File: src/rtl/stage4_message_capture_pkg.sv
// Shared constants and types for stage-4 message capture and the downstream field extractors.
package stage4_message_capture_pkg;

    localparam int unsigned MAX_MESSAGE_BITS = 512;
    localparam int unsigned WORD_BITS        = 64;
    localparam int unsigned MUX_W            = 2;
    localparam int unsigned FLUSH_CYCLES     = 16;

    localparam int unsigned LANE_WORDS = MAX_MESSAGE_BITS / WORD_BITS;
    localparam int unsigned NUM_LANES  = 3;
    localparam int unsigned LANE_IDX_W = 2;
    localparam int unsigned WORD_IDX_W = $clog2(LANE_WORDS + 1);
    localparam int unsigned FLUSH_W    = $clog2(FLUSH_CYCLES);

    localparam logic [7:0] TYPE_BYTE_A = 8'h41;
    localparam logic [7:0] TYPE_BYTE_D = 8'h44;
    localparam logic [7:0] TYPE_BYTE_K = 8'h4B;

    typedef enum logic [MUX_W-1:0] {
        MUX_NONE = 2'd0,
        MUX_A    = 2'd1,
        MUX_D    = 2'd2,
        MUX_K    = 2'd3
    } mux_code_e;

    typedef enum logic [1:0] {
        ST_IDLE,
        ST_FILL,
        ST_HOLD
    } cap_state_e;

    // Unknown type bytes map to NONE; the message body is still kept.
    function automatic mux_code_e decode_type(input logic [7:0] type_byte);
        case (type_byte)
            TYPE_BYTE_A: return MUX_A;
            TYPE_BYTE_D: return MUX_D;
            TYPE_BYTE_K: return MUX_K;
            default:     return MUX_NONE;
        endcase
    endfunction

endpackage

File: src/rtl/stage4_lane_buffer.sv
// One message lane: word-indexed MSB-first write, truncation with overflow detect, type decode, clear.
module stage4_lane_buffer
    import stage4_message_capture_pkg::*;
(
    input  logic                        clk,
    input  logic                        rst,
    input  logic                        clear,
    input  logic                        start,
    input  logic                        append,
    input  logic [WORD_BITS-1:0]        word,
    output logic [MAX_MESSAGE_BITS-1:0] data,
    output logic [MUX_W-1:0]            mux_control,
    output logic                        overflow_c
);

    logic [WORD_IDX_W-1:0] word_idx;
    logic                  overflow_seen;
    logic                  full_c;

    assign full_c     = (word_idx == WORD_IDX_W'(LANE_WORDS));
    assign overflow_c = append & full_c & ~overflow_seen;

    // A start always wipes the lane, so a restarted message never inherits stale words.
    always_ff @(posedge clk or posedge rst) begin
        if (rst) begin
            data          <= '0;
            mux_control   <= MUX_NONE;
            word_idx      <= '0;
            overflow_seen <= 1'b0;
        end else if (clear) begin
            data          <= '0;
            mux_control   <= MUX_NONE;
            word_idx      <= '0;
            overflow_seen <= 1'b0;
        end else if (start) begin
            data          <= MAX_MESSAGE_BITS'(word) << (MAX_MESSAGE_BITS - WORD_BITS);
            mux_control   <= decode_type(word[WORD_BITS-1 -: 8]);
            word_idx      <= WORD_IDX_W'(1);
            overflow_seen <= 1'b0;
        end else if (append) begin
            if (!full_c) begin
                for (int unsigned k = 0; k < LANE_WORDS; k++) begin
                    if (word_idx == WORD_IDX_W'(k)) begin
                        data[MAX_MESSAGE_BITS-1-k*WORD_BITS -: WORD_BITS] <= word;
                    end
                end
                word_idx <= word_idx + WORD_IDX_W'(1);
            end else begin
                overflow_seen <= 1'b1;
            end
        end
    end

endmodule

File: src/rtl/stage4_message_capture.sv
// Assembles up to three framed messages into lane buffers and presents them as one held batch.
module stage4_message_capture
    import stage4_message_capture_pkg::*;
(
    input  logic                        clk,
    input  logic                        rst,
    input  logic                        in_valid,
    input  logic                        in_sop,
    input  logic                        in_eop,
    input  logic [WORD_BITS-1:0]        in_data,
    output logic                        in_ready,
    output logic                        message_en,
    input  logic                        message_ack,
    output logic [MAX_MESSAGE_BITS-1:0] message_1,
    output logic [MAX_MESSAGE_BITS-1:0] message_2,
    output logic [MAX_MESSAGE_BITS-1:0] message_3,
    output logic [MUX_W-1:0]            message_mux_control_m1,
    output logic [MUX_W-1:0]            message_mux_control_m2,
    output logic [MUX_W-1:0]            message_mux_control_m3,
    output logic                        overflow_err,
    output logic                        frame_err
);

    cap_state_e             state;
    logic [LANE_IDX_W-1:0]  lane_idx;
    logic [FLUSH_W-1:0]     flush_cnt;
    logic                   msg_open;

    logic                   accept_c;
    logic                   clear_c;
    logic                   close_c;
    logic                   frame_c;
    logic                   last_lane_c;
    logic [NUM_LANES-1:0]   start_c;
    logic [NUM_LANES-1:0]   append_c;
    logic [NUM_LANES-1:0]   lane_ovf_c;
    logic [MAX_MESSAGE_BITS-1:0] lane_data [NUM_LANES];
    logic [MUX_W-1:0]            lane_mux  [NUM_LANES];

    assign accept_c    = in_valid & in_ready;
    assign clear_c     = (state == ST_HOLD) & message_ack;
    assign close_c     = accept_c & in_eop & (in_sop | msg_open);
    assign frame_c     = accept_c & (in_sop ? msg_open : ~msg_open);
    assign last_lane_c = (lane_idx == LANE_IDX_W'(NUM_LANES - 1));

    // Route accepted words to the lane currently being filled.
    always_comb begin
        start_c  = '0;
        append_c = '0;
        for (int unsigned i = 0; i < NUM_LANES; i++) begin
            start_c[i]  = accept_c & in_sop & (lane_idx == LANE_IDX_W'(i));
            append_c[i] = accept_c & ~in_sop & msg_open & (lane_idx == LANE_IDX_W'(i));
        end
    end

    for (genvar g = 0; g < NUM_LANES; g++) begin : g_lane
        stage4_lane_buffer u_lane (
            .clk         (clk),
            .rst         (rst),
            .clear       (clear_c),
            .start       (start_c[g]),
            .append      (append_c[g]),
            .word        (in_data),
            .data        (lane_data[g]),
            .mux_control (lane_mux[g]),
            .overflow_c  (lane_ovf_c[g])
        );
    end

    assign message_1              = lane_data[0];
    assign message_2              = lane_data[1];
    assign message_3              = lane_data[2];
    assign message_mux_control_m1 = lane_mux[0];
    assign message_mux_control_m2 = lane_mux[1];
    assign message_mux_control_m3 = lane_mux[2];

    // Batch FSM: fill lanes, flush on idle, hold until the extractors acknowledge.
    always_ff @(posedge clk or posedge rst) begin
        if (rst) begin
            state        <= ST_IDLE;
            lane_idx     <= '0;
            flush_cnt    <= '0;
            msg_open     <= 1'b0;
            in_ready     <= 1'b0;
            message_en   <= 1'b0;
            frame_err    <= 1'b0;
            overflow_err <= 1'b0;
        end else begin
            frame_err    <= frame_c;
            overflow_err <= |lane_ovf_c;
            if (state == ST_HOLD) begin
                in_ready <= 1'b0;
                if (message_ack) begin
                    state      <= ST_IDLE;
                    message_en <= 1'b0;
                    in_ready   <= 1'b1;
                    lane_idx   <= '0;
                end
            end else begin
                in_ready <= 1'b1;
                if (accept_c) begin
                    flush_cnt <= '0;
                    if (in_sop) begin
                        state <= ST_FILL;
                    end
                    if (close_c) begin
                        msg_open <= 1'b0;
                        if (last_lane_c) begin
                            state      <= ST_HOLD;
                            message_en <= 1'b1;
                            in_ready   <= 1'b0;
                        end else begin
                            lane_idx <= lane_idx + LANE_IDX_W'(1);
                        end
                    end else if (in_sop) begin
                        msg_open <= 1'b1;
                    end
                end else if ((state == ST_FILL) && !msg_open) begin
                    if (flush_cnt == FLUSH_W'(FLUSH_CYCLES - 1)) begin
                        flush_cnt  <= '0;
                        state      <= ST_HOLD;
                        message_en <= 1'b1;
                        in_ready   <= 1'b0;
                    end else begin
                        flush_cnt <= flush_cnt + FLUSH_W'(1);
                    end
                end else begin
                    // An open message freezes the idle counter so it can never flush mid-message.
                    flush_cnt <= '0;
                end
            end
        end
    end

endmodule
File: config.mk
export PLATFORM = sky130hd
export DESIGN_NAME = stage4_message_capture
export DESIGN_NICKNAME = d
export VERILOG_FILES = /design/src/rtl/stage4_message_capture_pkg.sv /design/src/rtl/stage4_lane_buffer.sv /design/src/rtl/stage4_message_capture.sv
export SDC_FILE = /design/constraint.sdc
export NUM_CORES = 2
export LEC_CHECK = 0
export ABC_AREA = 1
export BUFFER_PORTS_ARGS = -buffer_cell sky130_fd_sc_hd__buf_2
export CAP_MARGIN = 15
export CORE_AREA = 2 2 627 629
export CTS_BUF_LIST = sky130_fd_sc_hd__clkbuf_16
export DETAILED_ROUTE_END_ITERATION = 8
export DIE_AREA = 0 0 629 631
export HOLD_SLACK_MARGIN = 0.08
export PLACE_DENSITY = 0.37
export SYNTH_ARGS = -nofsm -noshare
export SYNTH_HDL_FRONTEND = slang
export SYNTH_SLANG_ARGS = --single-unit
File: constraint.sdc
create_clock -name clk -period 69.3 [get_ports clk]
set_clock_uncertainty 0.05 [all_clocks]
set_input_delay 17.325 -clock clk [delete_from_list [all_inputs] [get_ports clk]]
set_output_delay 17.325 -clock clk [all_outputs]
set_load 0.05 [all_outputs]
==> results.ini <==
[status]
status=completed

[cts]
cts_tree=built
cts-resized-gates=0
path_clk_slew_ns=0.05
clk_path_buf_depth=4
cts.sinks=1570
clk_latency_ns=0.89
post-cts-setup-buffers=0
ctsHoldBuffers=0
cts_made_buffers=199
root_buffer=clkbuf_16
cts_max_level=4

[sta]
tns_ns=0
setup_ws_ns=47.98
slew_viol_final=0
worstMarginPinSlew_ns=1.185
final-setup-viol-count=0
fin_crit_sh=0.3077
slew_headroom=0.2071
clock.fmax_mhz=46.90
finalHoldViolCount=0
rsz0062_at_grt=false
period_minus_slack_ns=21.32
hold_slack_ns=0.4124

[floorplanning]
placementRows=230
die_w_um=629
die_height_um=631
die_area_um2=396900
core_area_um2=390800
start_util=0.1616
ios=1616

[synthesis]
syn_inst=7290
ys_ff_latch=1570
netlist_area_um2=63170
synth_top_cell_area_share=0.6219
synth_edf_count=0
synthArstFlopShare=1.000
yosys_warnings=0
synthDistinctLibCells=30
yosys_most_used_dff=dfrtp_1
synth_area_leader_cell=dfrtp_1
avgSynthCellArea_um2=8.665
synth_nets=7377
synth.area.top_cells=dfrtp_1 (62%), nand2_1 (24%), nand3_1 (5.5%), buf_2 (2.1%), inv_1 (0.96%)
seq_area_frac_synth=0.6219

[route]
first_iter_violations=4579
drcViolationCount=0
ant_nets=0
wl_um=388200
viasPerCell=3.970
drt_pass1_iterations=5
via_count=56430
wire_per_inst_um=27.31

[power]
powerDensity_nw_per_um2=46.18
total_leakage_power_nw=49.01
ir_drop_v=0.00002051

[job]
max_cap_violations=0

[finish]
final_cell_mix=nand2_1 (4110), buf_2 (1615), dfrtp_1 (1570)
drive_gt1_frac=0.2458
layout.cells.most_common=nand2_1
fin_nets=8916
synthToLayoutAreaGrowth_pct=31.70

[placement]
pre_cts_ws_ns=46.92
hpwl_um=283300
globalplace.congestion=0.8227
portBuffers=1615

[global_route]
grt_pass1_vias=54890
grt_first_pass_wirelength_um=516000
grt-ovfl-total=0
grt.total_usage=0.1887
grt_start_max_net_pins=143
antenna_found_initial=47

[hold_path]
holdCritPathClass=reg -> reg
hold_depth=2

[worst_setup_path]
critPathMaxFanout=110
crit_type=in -> async
cp_data_required_time_ns=70.09
start_kind=primary input
cp.arrival_ns=22.11
endpoint_kind=asynchronous set/reset pin
worst-r2r-cell-count=10

synth_stat cells (all sizes together), types with 4 or more instances:
library cell,number
o21ai,18
nand4,11
nand3,698
nor3,4
a21oi,10
ha,17
buf,317
nor2,243
dfrtp,1570
nand2,4139
inv,170
clkbuf,85
worst max-delay path: stages:
cell    delay [ns]
buf_2         0.13
inv_8         0.40
buf_12        0.47
buf_4         0.74
buf_4         0.78
buf_4         0.79
buf_4         0.89
per-stage QoR:
step / cell area, um^2 / total power, mW / util / cells
6_report: 83190 / 3.842 / 0.2129 / 14210
4_1_cts: 83160 / 3.909 / 0.2128 / 14200
5_1_grt: 83170 / 4.012 / 0.2128 / 14210
2_1_floorplan: 63170 / 2.235 / - / 7290
3_5_place_dp: 77080 / 2.874 / 0.1972 / 13850
3_3_place_gp: 77080 / 2.874 / 0.1972 / 13850
flip-flops by register name (all words and copies together) (netlist names), 2 cells and up:
register and count:
g_lane.u_lane.mux_control 6, g_lane.u_lane.data 1536, lane_idx 2, g_lane.u_lane.word_idx 12, state 2, flush_cnt 4, g_lane.u_lane.overflow_seen 3
worst paths after layout:
kind	to	from	slack [ns]
setup / recovery	g_lane[1].u_lane.data[295]$_DFFE_PP0P_	rst	47.98
hold / removal	g_lane[0].u_lane.data[302]$_DFFE_PP0P_	g_lane[0].u_lane.data[302]$_DFFE_PP0P_	0.41
setup reg to reg	g_lane[2].u_lane.data[55]$_DFFE_PP0P_	lane_idx[0]$_DFFE_PP0P_	65.04
hold reg to reg	g_lane[0].u_lane.data[302]$_DFFE_PP0P_	g_lane[0].u_lane.data[302]$_DFFE_PP0P_	0.41
max in group clk	g_lane[2].u_lane.data[55]$_DFFE_PP0P_	in_sop	49.29
min in group asynchronous	g_lane[0].u_lane.data[320]$_DFFE_PP0P_	rst	16.50
cell type report:
class	count	area, um^2
Fill cell	44040	307600
Sequential cell	1570	39290
Multi-Input combinational cell	5148	21560
Timing Repair Buffer	1740	9046
Tap cell	5220	6531
Clock buffer	200	5005
Clock inverter	152	1070
Inverter	170	655.6
Antenna cell	14	35.03
power by group:
group          switching (mW)  total (mW)  internal (mW)  leakage [nW]
combinational            1.37        1.63          0.257          24.4
sequential              0.103        1.20           1.10          21.5
clock                   0.454        1.01          0.558          3.14
per-layer routing:
metal  part of all wire  global-route usage  vias to the layer above
li1                   -                   -                    25610
met2               0.47              0.3128                     2080
met1               0.41              0.2334                    28190
met3              0.071             0.04728                      526
met4              0.048             0.07670                       24
met5            0.00038                   0                        -
kinds of logic after synthesis:
kind of cell | synth area share
simple gates | 0.3295
compound gates | 0.002456
xor+xnor | 0.0006934
buf+inv | 0.04207
fa+ha+maj | 0.003367
flops | 0.6219
(Power assumes the default switching activity.)
